[src/rtl/mem_resp_pkg.sv]
// Shared types and constants for the sub-word memory responder.
package mem_resp_pkg;

  typedef enum logic [2:0] {
    IDLE  = 3'd0,
    READ  = 3'd1,
    WAIT  = 3'd2,
    WRITE = 3'd3,
    RESP  = 3'd4
  } state_t;

  localparam logic [1:0] SIZE_WORD = 2'b00;
  localparam logic [1:0] SIZE_BYTE = 2'b01;
  localparam logic [1:0] SIZE_HALF = 2'b10;

endpackage

[src/rtl/mem_subword_responder_if.sv]
// Request/response and word-memory bus of the sub-word responder.
// master = CPU side plus memory model, slave = responder.
interface mem_subword_responder_if #(
  parameter int ADDR_W = 32
);
  logic              req_valid;
  logic              req_ready;
  logic              req_wr;
  logic [1:0]        req_size;
  logic              req_unsigned;
  logic [ADDR_W-1:0] req_addr;
  logic [31:0]       req_wdata;
  logic              rsp_valid;
  logic [31:0]       rsp_rdata;
  logic              rsp_err;
  logic [ADDR_W-1:0] mem_addr;
  logic              mem_wr;
  logic [31:0]       mem_wdata;
  logic [31:0]       mem_rdata;

  modport master (
    output req_valid, req_wr, req_size, req_unsigned, req_addr, req_wdata, mem_rdata,
    input  req_ready, rsp_valid, rsp_rdata, rsp_err, mem_addr, mem_wr, mem_wdata
  );

  modport slave (
    input  req_valid, req_wr, req_size, req_unsigned, req_addr, req_wdata, mem_rdata,
    output req_ready, rsp_valid, rsp_rdata, rsp_err, mem_addr, mem_wr, mem_wdata
  );
endinterface

[src/rtl/lane_merge.sv]
// Little-endian lane logic: merges sub-word store data into the captured
// word and extracts/extends load data. Size 11 behaves as a word access.
module lane_merge
  import mem_resp_pkg::*;
(
  input  logic [1:0]  size,
  input  logic [1:0]  addr_lo,
  input  logic        uns,
  input  logic [31:0] old_word,
  input  logic [31:0] new_data,
  output logic [31:0] merged,
  output logic [31:0] load_val
);
  logic [4:0]  byte_pos;
  logic [4:0]  half_pos;
  logic [7:0]  byte_sel;
  logic [15:0] half_sel;

  assign byte_pos = {addr_lo, 3'b000};
  assign half_pos = {addr_lo[1], 4'b0000};

  // Lane select, merge and extension; halfword lane comes from addr[1] only.
  always_comb begin
    merged   = new_data;
    load_val = old_word;
    byte_sel = old_word[byte_pos +: 8];
    half_sel = old_word[half_pos +: 16];
    case (size)
      SIZE_BYTE: begin
        merged                 = old_word;
        merged[byte_pos +: 8]  = new_data[7:0];
        load_val               = {{24{byte_sel[7] & ~uns}}, byte_sel};
      end
      SIZE_HALF: begin
        merged                 = old_word;
        merged[half_pos +: 16] = new_data[15:0];
        load_val               = {{16{half_sel[15] & ~uns}}, half_sel};
      end
      default: ;
    endcase
  end
endmodule

[src/rtl/mem_subword_responder.sv]
// Responder turning byte/half/word CPU accesses into aligned word memory
// transactions (read-modify-write for sub-word stores).
// Optional macro MEM_RESP_ALIGN_CHECK_EN: misaligned or reserved-size
// requests are answered with rsp_err=1 and touch no memory.
module mem_subword_responder
  import mem_resp_pkg::*;
#(
  parameter int ADDR_W = 32
) (
  input logic                    clk,
  input logic                    reset,
  mem_subword_responder_if.slave bus
);
  state_t            state, state_nx;
  logic              wr_q, uns_q, err_q;
  logic [1:0]        size_q;
  logic [ADDR_W-1:0] addr_q;
  logic [31:0]       wdata_q, data_q;
  logic              accept, in_err, is_word;
  logic [31:0]       merged, load_val;

  assign accept  = (state == IDLE) && bus.req_valid;
  assign is_word = (bus.req_size != SIZE_BYTE) && (bus.req_size != SIZE_HALF);

`ifdef MEM_RESP_ALIGN_CHECK_EN
  assign in_err = (bus.req_size == 2'b11)
               || ((bus.req_size == SIZE_HALF) && bus.req_addr[0])
               || ((bus.req_size == SIZE_WORD) && (bus.req_addr[1:0] != 2'b00));
`else
  assign in_err = 1'b0;
`endif

  lane_merge u_lane (
    .size     (size_q),
    .addr_lo  (addr_q[1:0]),
    .uns      (uns_q),
    .old_word (data_q),
    .new_data (wdata_q),
    .merged   (merged),
    .load_val (load_val)
  );

  // State register.
  always_ff @(posedge clk) begin
    if (reset) state <= IDLE;
    else       state <= state_nx;
  end

  // Request latch on acceptance; data register captures memory in WAIT.
  always_ff @(posedge clk) begin
    if (reset) begin
      wr_q    <= 1'b0;
      uns_q   <= 1'b0;
      err_q   <= 1'b0;
      size_q  <= SIZE_WORD;
      addr_q  <= '0;
      wdata_q <= '0;
      data_q  <= '0;
    end else begin
      if (accept) begin
        wr_q    <= bus.req_wr;
        uns_q   <= bus.req_unsigned;
        err_q   <= in_err;
        size_q  <= bus.req_size;
        addr_q  <= bus.req_addr;
        wdata_q <= bus.req_wdata;
      end
      if (state == WAIT) data_q <= bus.mem_rdata;
    end
  end

  // Next state and state-decoded outputs; mem_wr is killed by reset at once.
  always_comb begin
    state_nx      = state;
    bus.req_ready = 1'b0;
    bus.mem_wr    = 1'b0;
    bus.mem_wdata = '0;
    bus.rsp_valid = 1'b0;
    bus.rsp_rdata = '0;
    bus.mem_addr  = {addr_q[ADDR_W-1:2], 2'b00};
    case (state)
      IDLE: begin
        bus.req_ready = 1'b1;
        if (bus.req_valid) begin
          if (in_err)                    state_nx = RESP;
          else if (bus.req_wr && is_word) state_nx = WRITE;
          else                           state_nx = READ;
        end
      end
      READ:  state_nx = WAIT;
      WAIT:  state_nx = wr_q ? WRITE : RESP;
      WRITE: begin
        bus.mem_wr    = ~reset;
        bus.mem_wdata = merged;
        state_nx      = RESP;
      end
      RESP: begin
        bus.rsp_valid = 1'b1;
        if (!wr_q && !err_q) bus.rsp_rdata = load_val;
        state_nx = IDLE;
      end
      default: state_nx = IDLE;
    endcase
  end

`ifdef MEM_RESP_ALIGN_CHECK_EN
  assign bus.rsp_err = (state == RESP) && err_q;
`else
  assign bus.rsp_err = 1'b0;
`endif
endmodule

[src/flat_wrapper.sv]
// flat-port wrapper written by rule: the top's interface ports become plain ports
module mem_subword_responder_flat import mem_resp_pkg::*;
#(
  parameter int ADDR_W = 32
)
  (clk, reset, bus_req_valid, bus_req_wr, bus_req_size, bus_req_unsigned, bus_req_addr, bus_req_wdata, bus_mem_rdata, bus_req_ready, bus_rsp_valid, bus_rsp_rdata, bus_rsp_err, bus_mem_addr, bus_mem_wr, bus_mem_wdata);
  mem_subword_responder_if #(.ADDR_W(ADDR_W)) bus_i ();
  input logic clk;
  input logic reset;
  input wire logic [$bits(bus_i.req_valid)-1:0] bus_req_valid;
  input wire logic [$bits(bus_i.req_wr)-1:0] bus_req_wr;
  input wire logic [$bits(bus_i.req_size)-1:0] bus_req_size;
  input wire logic [$bits(bus_i.req_unsigned)-1:0] bus_req_unsigned;
  input wire logic [$bits(bus_i.req_addr)-1:0] bus_req_addr;
  input wire logic [$bits(bus_i.req_wdata)-1:0] bus_req_wdata;
  input wire logic [$bits(bus_i.mem_rdata)-1:0] bus_mem_rdata;
  output wire logic [$bits(bus_i.req_ready)-1:0] bus_req_ready;
  output wire logic [$bits(bus_i.rsp_valid)-1:0] bus_rsp_valid;
  output wire logic [$bits(bus_i.rsp_rdata)-1:0] bus_rsp_rdata;
  output wire logic [$bits(bus_i.rsp_err)-1:0] bus_rsp_err;
  output wire logic [$bits(bus_i.mem_addr)-1:0] bus_mem_addr;
  output wire logic [$bits(bus_i.mem_wr)-1:0] bus_mem_wr;
  output wire logic [$bits(bus_i.mem_wdata)-1:0] bus_mem_wdata;
  assign bus_i.req_valid = bus_req_valid;
  assign bus_i.req_wr = bus_req_wr;
  assign bus_i.req_size = bus_req_size;
  assign bus_i.req_unsigned = bus_req_unsigned;
  assign bus_i.req_addr = bus_req_addr;
  assign bus_i.req_wdata = bus_req_wdata;
  assign bus_i.mem_rdata = bus_mem_rdata;
  assign bus_req_ready = bus_i.req_ready;
  assign bus_rsp_valid = bus_i.rsp_valid;
  assign bus_rsp_rdata = bus_i.rsp_rdata;
  assign bus_rsp_err = bus_i.rsp_err;
  assign bus_mem_addr = bus_i.mem_addr;
  assign bus_mem_wr = bus_i.mem_wr;
  assign bus_mem_wdata = bus_i.mem_wdata;
  mem_subword_responder #(.ADDR_W(ADDR_W)) u_core (.clk(clk), .reset(reset), .bus(bus_i));
endmodule
[config.mk]
export PLATFORM = sky130hd
export DESIGN_NAME = mem_subword_responder_flat
export DESIGN_NICKNAME = d
export VERILOG_FILES = /design/src/rtl/mem_resp_pkg.sv /design/src/rtl/mem_subword_responder_if.sv /design/src/rtl/lane_merge.sv /design/src/rtl/mem_subword_responder.sv /design/src/flat_wrapper.sv
export SDC_FILE = /design/constraint.sdc
export NUM_CORES = 1
export LEC_CHECK = 0
export CORE_UTILIZATION = 45
export DETAILED_ROUTE_END_ITERATION = 6
export HOLD_SLACK_MARGIN = 0.06
export PLACE_DENSITY_LB_ADDON = 0.25
export SLEW_MARGIN = 0
export SYNTH_ARGS = -nofsm -noshare
export SYNTH_HDL_FRONTEND = slang
export SYNTH_HIERARCHICAL = 1
export SYNTH_SLANG_ARGS = --single-unit
export TNS_END_PERCENT = 1
[constraint.sdc]
create_clock -name clk -period 2.6 [get_ports clk]
set_input_delay 0.26 -clock clk [delete_from_list [all_inputs] [get_ports clk]]
set_output_delay 0.26 -clock clk [all_outputs]
set_load 0.005 [all_outputs]
==> flow_summary.json, run 1 <==
{
  "yosys_warnings": 6,
  "syn_area_mm2": 0.00603,
  "cts_tree": "done",
  "finClkSkew_ns": 0.00654,
  "cts_buffer_depth": 2,
  "worstMarginPinSlew_ns": 0.777,
  "cts_sinks": 103,
  "hp-start": "bus_req_addr[12]",
  "area_growth_pct": 39.2,
  "arrival_ns": 2.59,
  "pin_count": 203,
  "min_to": "u_core/addr_q[12]",
  "drtAntennaViolNets": 0,
  "wire_per_inst_um": 17.7,
  "r2r-start": "u_core/state[0]",
  "hold_depth": 3,
  "crit_chain": "inv_1, ha_4, nor4b_4, and4_4, a222oi_1, inv_1, and3_1, clkdlybuf4s50_1",
  "syn_inst": 796,
  "fmax_mhz": 350,
  "numCtsBuffers": 9,
  "cts_max_level": 3,
  "gp_congestion": 0.947,
  "async_reset_ff_share_pct": 0,
  "n_antenna_cell": 0,
  "layout-drive-gt1-share_pct": 11.3,
  "dp.cells": 1101,
  "path_clk_slew_ns": 0.07,
  "stdcell_area_mm2": 0.00840,
  "hold_viol_final": 0,
  "initial_core_util_pct": 47.0,
  "dieArea_mm2": 0.0139,
  "hpwl_um": 13900,
  "critPathTopFamily": "simple AND/OR/NAND/NOR gates",
  "final_common_cell": "nand2_1",
  "synth_edf_count": 0,
  "num_vias": 6278,
  "gr-total-overflow": 0,
  "report.final.setup_viol": 20,
  "ys_ff_latch": 103,
  "maxSlewHeadroom_pct": 48.1,
  "worstPathMaxFanout": 8,
  "finalMaxSlewViolations": 0,
  "ys.flop_type": "dfxtp_1",
  "r2r_setup_slack_ns": 0.73,
  "place_area_mm2": 0.00796,
  "cts_root_buffer": "clkbuf_16",
  "yosysSeqAreaShare_pct": 34.2,
  "via_per_inst": 5.62,
  "rr_worst_depth": 4,
  "track_usage_pct": 28.3,
  "crit_type": "flop to output pin",
  "routed_wl_um": 19800,
  "timing.rr.end": "u_core/data_q[23]",
  "crit_buf_inv": 3,
  "fp.dieH_um": 118,
  "post_cts_buffers": 0,
  "cp_slowest_cell": "clkdlybuf4s50_1",
  "path_common_cell": "inv_1",
  "die_w_um": 118,
  "maxCapViolations": 0,
  "grt_start_max_net_pins": 67,
  "vdd.ir_drop.worst_uv": 437,
  "power_density_mw_per_mm2": 524,
  "port_buffers": 199,
  "core_area_mm2": 0.0128,
  "grt_pass1_vias": 5867,
  "crit_required_ns": 2.34,
  "grt_pass1_wl_um": 31100,
  "placement_rows": 41,
  "drtIter0Drc": 606,
  "period_share_pct": 110,
  "postSynthAreaPerCell_um2": 7.58,
  "nets": 1050,
  "final_cell_mix": "215 x nand2_1, 154 x clkdlybuf4s50_1, 109 x a21oi_1",
  "finalNonFillerCells": 1117,
  "hp-class": "input port to flop",
  "rsz0062_at_grt": "yes",
  "crit_path_end_kind": "output pin",
  "slowest_delay_ns": 0.52,
  "failed_checks": "negative setup slack",
  "clk_latency_ns": 0.35,
  "ys_types": 49,
  "drc": 0,
  "fin_crit_ns": 2.85,
  "p_leak_nw": 3.83,
  "status": "finished, violations left",
  "setup_ws_ns": -0.255,
  "worst_setup_path_start_kind": "flop",
  "first_pass_iters": 6,
  "antenna_found_initial": 0
}
cell type report:
| type | count | area [um2] |
|---|---|---|
| inverters | 18 | 67.6 |
| well taps | 172 | 215 |
| repair buffers | 234 | 2320 |
| fillers | 1126 | 4430 |
| clock inverters | 5 | 41.3 |
| flip-flops and latches | 103 | 2070 |
| clock buffers | 11 | 243 |
| multi-input cells | 574 | 3440 |
synthesized netlist by cell type (2+ instances only):
master | number | share of area (%)
mux4_2 | 3 | 1.1
nand2b_1 | 6 | 0.62
o221ai_1 | 8 | 1.2
a21o_1 | 18 | 2.2
a22oi_1 | 23 | 2.9
nor2_1 | 6 | 0.37
mux2i_1 | 10 | 1.7
nor2b_1 | 13 | 1.3
o2bb2ai_1 | 5 | 0.73
nor3b_1 | 2 | 0.25
buf_1 | 2 | 0.12
buf_6 | 6 | 1.1
buf_2 | 13 | 1.1
buf_4 | 38 | 4.7
and3_1 | 65 | 6.7
ha_1 | 7 | 1.5
nor3_1 | 2 | 0.17
dfxtp_1 | 103 | 34
a21oi_2 | 2 | 0.29
a222oi_1 | 9 | 1.5
mux2_2 | 12 | 2.2
o21ai_0 | 13 | 1.1
a221o_1 | 7 | 1.2
nand2_1 | 215 | 13
a22o_1 | 17 | 2.5
a21oi_1 | 109 | 9.0
clkbuf_1 | 43 | 2.7
inv_1 | 18 | 1.1
where the power goes:
group	internal [mW]	switching, mW	total, mW
Combinational	0.589	0.621	1.21
Clock	0.687	0.623	1.31
Sequential	1.72	0.166	1.88
Total	2.99	1.41	4.40
metrics by stage:
stage          util (%)  setup slack, ns  setup TNS [ns]  hold WS (ns)  power [mW]
6_report           65.5           -0.255           -2.67         0.441        4.40
5_1_grt            65.5           -0.368           -4.70         0.450        4.60
3_5_place_dp       62.1           0.0141               0         0.446        3.03
3_3_place_gp       62.1           0.0550               0         0.441        3.01
2_1_floorplan         -            0.325               0         0.396        2.59
4_1_cts            65.1           -0.203           -5.32         0.432        4.39
worst register-to-register path, stage by stage (launching register included):
cell     delay, ns
dfxtp_1       0.56
buf_4         0.32
or3b_2        0.60
nand2_1       0.14
a21oi_1       0.18
routing by layer:
metal	global-route usage, %	wire length [um]	vias up
met4	13.5	645	0
met1	36.5	8410	2902
met2	44.5	9030	305
met5	0	0	-
met3	6.54	1730	48
li1	-	-	3023
worst max-delay path by stage:
stage                      from                 to  slack, ns  cells past startpoint
2_1_floorplan  u_core/addr_q[0]  bus_mem_wdata[15]       0.33                      9
3_3_place_gp   u_core/size_q[0]  bus_mem_wdata[14]       0.05                      8
3_5_place_dp   u_core/size_q[0]  bus_mem_wdata[14]       0.01                      8
4_1_cts        u_core/addr_q[1]  bus_mem_wdata[24]      -0.20                      9
5_1_grt        u_core/addr_q[0]  bus_mem_wdata[28]      -0.37                      9
6_report       u_core/size_q[0]  bus_mem_wdata[14]      -0.25                      8
registers in the layout (all words and copies together) (netlist names):
register        flops
u_core/size_q       2
u_core/state        3
u_core/wr_q         1
u_core/data_q      32
u_core/uns_q        1
u_core/addr_q      32
u_core/wdata_q     32
what timing repair did:
item                                    CTS  global route
hold buffers                              0             0
pin swaps                                 6             9
resized for setup                        60            49
endpoints found under the setup margin   64            50
logic make-up (layout without fill, tap and decap cells):
logic type	count (synthesis)	in the layout	share of synthesized area (%)
XOR/XNOR	1	1	0.145
buffers and inverters	121	268	10.9
flip-flops	103	103	34.2
other	1	3	0.0622
adder cells (fa/ha/maj)	7	7	1.45
AND/OR/NAND/NOR	321	321	24.7
multiplexers	25	25	5.02
AO/OA/AOI/OAI	217	217	23.5
No activity file was read; power rests on OpenSTA's default activity.
==> run 2: changes to the inputs <==
Settings changed: TNS_END_PERCENT 1 to 100.
==> run 2 against run 1 <==
  * The run still ends with negative setup slack left
  * Power is 5.1% higher
  * Sequential share of layout area decreased by 1.6 points
  * Final cell count rose by 4.8%
  * Flip-flop and latch count unchanged
  * Critical path depth up 2
  * Combinational power grew 17%
  * Largest cell class unchanged
  * Largest power group unchanged
==> flow_summary.json, run 2 (synthesized netlist as in run 1, its figures left out) <==
{
  "crit_type": "flop to output pin",
  "n_antenna_cell": 0,
  "power_density_mw_per_mm2": 514,
  "worstMarginPinSlew_ns": 0.784,
  "maxSlewHeadroom_pct": 47.7,
  "finalNonFillerCells": 1171,
  "stdcell_area_mm2": 0.00900,
  "area_growth_pct": 49.1,
  "p_leak_nw": 4.18,
  "arrival_ns": 2.42,
  "crit_required_ns": 2.34,
  "clk_latency_ns": 0.35,
  "crit_path_end_kind": "output pin",
  "r2r_setup_slack_ns": 0.64,
  "gr-total-overflow": 0,
  "finalMaxSlewViolations": 0,
  "nets": 1104,
  "maxCapViolations": 0,
  "cts_root_buffer": "clkbuf_16",
  "dp.cells": 1101,
  "cts_max_level": 3,
  "rsz0062_at_grt": "yes",
  "routed_wl_um": 22500,
  "gp_congestion": 0.947,
  "final_cell_mix": "213 x nand2_1, 134 x clkdlybuf4s50_1, 108 x a21oi_1",
  "cts_hold_buf": 0,
  "fin_setup_tns_ns": -0.510,
  "final_common_cell": "nand2_1",
  "via_per_inst": 5.74,
  "drtAntennaViolNets": 0,
  "fmax_mhz": 374,
  "dieArea_mm2": 0.0139,
  "failed_checks": "negative setup slack",
  "place_area_mm2": 0.00796,
  "nFillCells": 1007,
  "status": "finished, violations left",
  "worst_setup_path_start_kind": "flop",
  "numCtsBuffers": 9,
  "hp-class": "input port to flop",
  "num_vias": 6725,
  "port_buffers": 199,
  "placement_rows": 41,
  "drtIter0Drc": 993,
  "first_pass_iters": 6,
  "layout-drive-gt1-share_pct": 19.9,
  "setup_ws_ns": -0.0761,
  "finClkSkew_ns": 0.00693,
  "grt_pass1_vias": 5957,
  "wire_per_inst_um": 19.2,
  "fin_crit_ns": 2.68,
  "core_area_mm2": 0.0128,
  "path_clk_slew_ns": 0.07,
  "track_usage_pct": 28.8,
  "vdd.ir_drop.worst_uv": 441,
  "cts_sinks": 103,
  "initial_core_util_pct": 47.0,
  "hold_viol_final": 0,
  "period_share_pct": 103,
  "drc": 0,
  "pin_count": 203,
  "report.final.setup_viol": 16,
  "power_mw": 4.63,
  "worstPathMaxFanout": 12,
  "pre_cts_ws_ns": 0.0141,
  "grt_pass1_wl_um": 31600,
  "top_regs": "u_core/addr_q x32, u_core/data_q x32, u_core/wdata_q x32",
  "hpwl_um": 13900,
  "fp.dieH_um": 118,
  "die_w_um": 118,
  "cts_buffer_depth": 2,
  "antenna_found_initial": 0,
  "grt_start_max_net_pins": 67,
  "cts_tree": "done"
}
-- run 2: cell count changes in the layout (fill, tap and decap cells not counted), sizes merged --
cell           previous run  this run
clkdlybuf4s50           154       134
buf                      36        96
clkdlybuf4s15             0         4
clkbuf                   20        31
dlygate4sd2              16        15
-- run 2: final timing paths --
kind | startpoint | to | cells after the start
worst max-delay path | u_core/size_q[0] | bus_rsp_rdata[21] | 10
worst min-delay path | bus_req_addr[12] | u_core/addr_q[12] | 3
worst max register to register | u_core/state[0] | u_core/data_q[3] | 4
worst min register to register | u_core/addr_q[20] | u_core/addr_q[20] | 2
-- run 2: stage by stage --
stage / hold WS (ns) / utilization [%]
2_1_floorplan: 0.396 / -
3_3_place_gp: 0.441 / 62.1
3_5_place_dp: 0.446 / 62.1
4_1_cts: 0.432 / 65.8
5_1_grt: 0.449 / 70.2
6_report: 0.441 / 70.2
-- run 2: final cells by class --
type	instances	area, um2	area share, %
Clock buffer	11	243	2.70
Clock inverter	5	41.3	0.459
Inverter	18	75.1	0.834
Multi-Input combinational cell	574	3590	39.9
Sequential cell	103	2070	23.1
Tap cell	172	215	2.39
Timing Repair Buffer	288	2760	30.7
-- run 2: power breakdown --
group,leakage (nW),internal [mW],switching (mW),total [mW]
clock,0.138,0.687,0.628,1.31
sequential,0.844,1.72,0.180,1.90
combinational,3.20,0.715,0.700,1.42
-- run 2: worst max-delay path, stage by stage (launching register included) --
cell and delay (ns):
dfxtp_4 0.36, inv_2 0.04, ha_4 0.23, buf_6 0.12, buf_12 0.14, or2_4 0.25
a21oi_4 0.24, buf_4 0.19, a21o_1 0.10, and3_1 0.15, dlygate4sd2_1 0.23
-- run 2: metal layers --
layer / GRT usage (%) / part of all wire [%] / up-vias
met1: 36.7 / 39 / 3081
met5: 0 / 0 / -
met2: 45.1 / 45 / 424
met4: 14.3 / 4.9 / 0
met3: 6.83 / 10 / 93
li1: - / - / 3127
-- run 2: repair_timing --
| action | CTS | global route |
|---|---|---|
| cloned | 0 | 1 |
| buffers inserted | 10 | 46 |
| resized for setup | 88 | 144 |
| endpoints found under the hold margin | 0 | 0 |
| pin swaps | 9 | 35 |
| endpoints found under the setup margin | 64 | 48 |
==> RTL change (flow settings as in run 1) <==
`ADDR_W` is set to 32 in 3 places; all go to 64.
--- a/src/rtl/mem_subword_responder_if.sv
+++ b/src/rtl/mem_subword_responder_if.sv
@@ -2,5 +2,5 @@
 // master = CPU side plus memory model, slave = responder.
 interface mem_subword_responder_if #(
-  parameter int ADDR_W = 32
+  parameter int ADDR_W = 64
 );
   logic              req_valid;
--- a/src/rtl/mem_subword_responder.sv
+++ b/src/rtl/mem_subword_responder.sv
@@ -6,5 +6,5 @@
   import mem_resp_pkg::*;
 #(
-  parameter int ADDR_W = 32
+  parameter int ADDR_W = 64
 ) (
   input logic                    clk,
--- a/src/flat_wrapper.sv
+++ b/src/flat_wrapper.sv
@@ -2,5 +2,5 @@
 module mem_subword_responder_flat import mem_resp_pkg::*;
 #(
-  parameter int ADDR_W = 32
+  parameter int ADDR_W = 64
 )
   (clk, reset, bus_req_valid, bus_req_wr, bus_req_size, bus_req_unsigned, bus_req_addr, bus_req_wdata, bus_mem_rdata, bus_req_ready, bus_rsp_valid, bus_rsp_rdata, bus_rsp_err, bus_mem_addr, bus_mem_wr, bus_mem_wdata);
Ports: changed (resized bus_mem_addr and bus_req_addr); port bits go from 203 to 267. No check against the original RTL was run, so the function may have changed too.
==> RTL change against run 1 <==
Utilization increased by 0.30 points. Clock power is 90% higher. Synthesized area increased by 23%. Final area rose by 25%. Via count is 20% higher. Worst setup slack gained 0.052 ns. Maximum frequency rose by 1.9%. Power grew 47%. Wire length grew 26%. Count of clock-buffer cells in the layout up 8. Highest routed layer unchanged. The run still ends with negative setup slack left. Sequential power increased by 31%. Sequential cell count grew 32. Critical path type unchanged. Die area grew 23%.
==> RTL change: results (changes against run 1) <==
stage	metric	value	unit	change
setup_path	crit_fanout	9		+1
yosys	avgSynthCellArea	7.67	µm²	+1.2%
routing	dr_wl_met3	2.69	mm	+56%
grt	grt_pass1_wl	37.4	mm	+20%
grt	grt_pass1_vias	6870		+17%
clocking	htree_num_levels	4		+1
placed_design	gp_congestion	0.913		-3.5%
routing	m1WireLength	10.3	mm	+22%
power	ir_drop	521	µV	+19%
sta	setup_viol	17		-15%
routing	highest_layer	met4		
outcome	violations	negative setup slack		
routing	routed_wl	25.0	mm	+26%
routing	route.met2.wl	11.6	mm	+28%
placed_design	place_ws	-0.00706	ns	-0.0212 ns
placed_design	io_buffers	263		+32%
routing	drt_iter0_drc	942		+55%
yosys	synth_commonest_cells	nand2_1 (279), a21oi_1 (141), dfxtp_1 (135)		
placed_design	place_area	0.00977	mm²	+23%
layout	layout.nets	1294		+23%
sta	slew_headroom	0.507		+0.0260
placed_design	dpl.hpwl	17.2	mm	+23%
sta	setup_tns	-1.44	ns	+1.22 ns
clocking	clk_latency	0.42	ns	+0.07 ns
routing	wl_per_cell	18.1	µm	+2.0%
yosys	synth_area_leaders	dfxtp_1 (36%), nand2_1 (14%), a21oi_1 (9.5%)		
sta	layout_setup_ws	-0.202	ns	+0.0522 ns
outcome	status	finished, violations left		
yosys	yosysSeqAreaShare	0.364		+0.0225
sta	skew	0.00522	ns	-0.00133 ns
grt	grt_max_degree	96		+43%
RTL change: metal layers:
metal  GRT usage  vias to the layer above
met2       0.461                      350
met3      0.0969                       45
li1            -                     3617
met1       0.376                     3508
met5           0                        -
met4      0.0906                        0
RTL change: through the flow:
| stage | power (mW) | utilization | hold slack (ns) |
|---|---|---|---|
| after CTS | 6.46 | 0.656 | 0.299 |
| after global placement | 3.89 | 0.611 | 0.440 |
| after floorplan | 3.36 | - | 0.396 |
| after global routing | 6.73 | 0.658 | 0.322 |
| after detailed placement | 3.91 | 0.611 | 0.445 |
| final | 6.45 | 0.658 | 0.309 |
RTL change: cell type report:
type | count | area [µm²]
clock buffer | 19 | 433
clock inverter | 13 | 171
fill | 1436 | 5480
inverter | 18 | 70.1
multi-input combinational | 670 | 3860
sequential | 135 | 2710
tap | 216 | 270
timing repair buffer | 310 | 3000
RTL change: final timing paths:
| path | startpoint | to | slack [ns] | cells past startpoint |
|---|---|---|---|---|
| worst min-delay path | reset | u_core/addr_q[34] | 0.31 | 2 |
| worst min register to register | u_core/addr_q[2] | u_core/addr_q[2] | 0.45 | 2 |
| worst max register to register | u_core/state[0] | u_core/wdata_q[1] | 0.60 | 5 |
| worst max-delay path | u_core/size_q[1] | bus_rsp_rdata[12] | -0.20 | 7 |
RTL change: kinds of logic (layout without fill, tap and decap cells):
logic type / Yosys count / count (layout) / synth area share
fa+ha+maj: 7 / 7 / 0.0118
xor+xnor: 1 / 1 / 0.00118
simple gates: 385 / 385 / 0.233
compound gates: 249 / 249 / 0.213
flops: 135 / 135 / 0.364
buf+inv: 164 / 360 / 0.135
other cells: 1 / 3 / 0.000506
mux: 25 / 25 / 0.0408
RTL change: power breakdown:
group,internal [mW],leakage (nW),switching [mW]
logic,0.747,3.09,0.755
clock network,1.52,0.294,0.965
registers,2.26,1.11,0.205
RTL change: repair_timing:
| action | in CTS | in global routing |
|---|---|---|
| endpoints found under the setup margin | 64 | 62 |
| gates resized for setup | 114 | 35 |
| pin swaps | 28 | 9 |
| setup buffers | 4 | 0 |
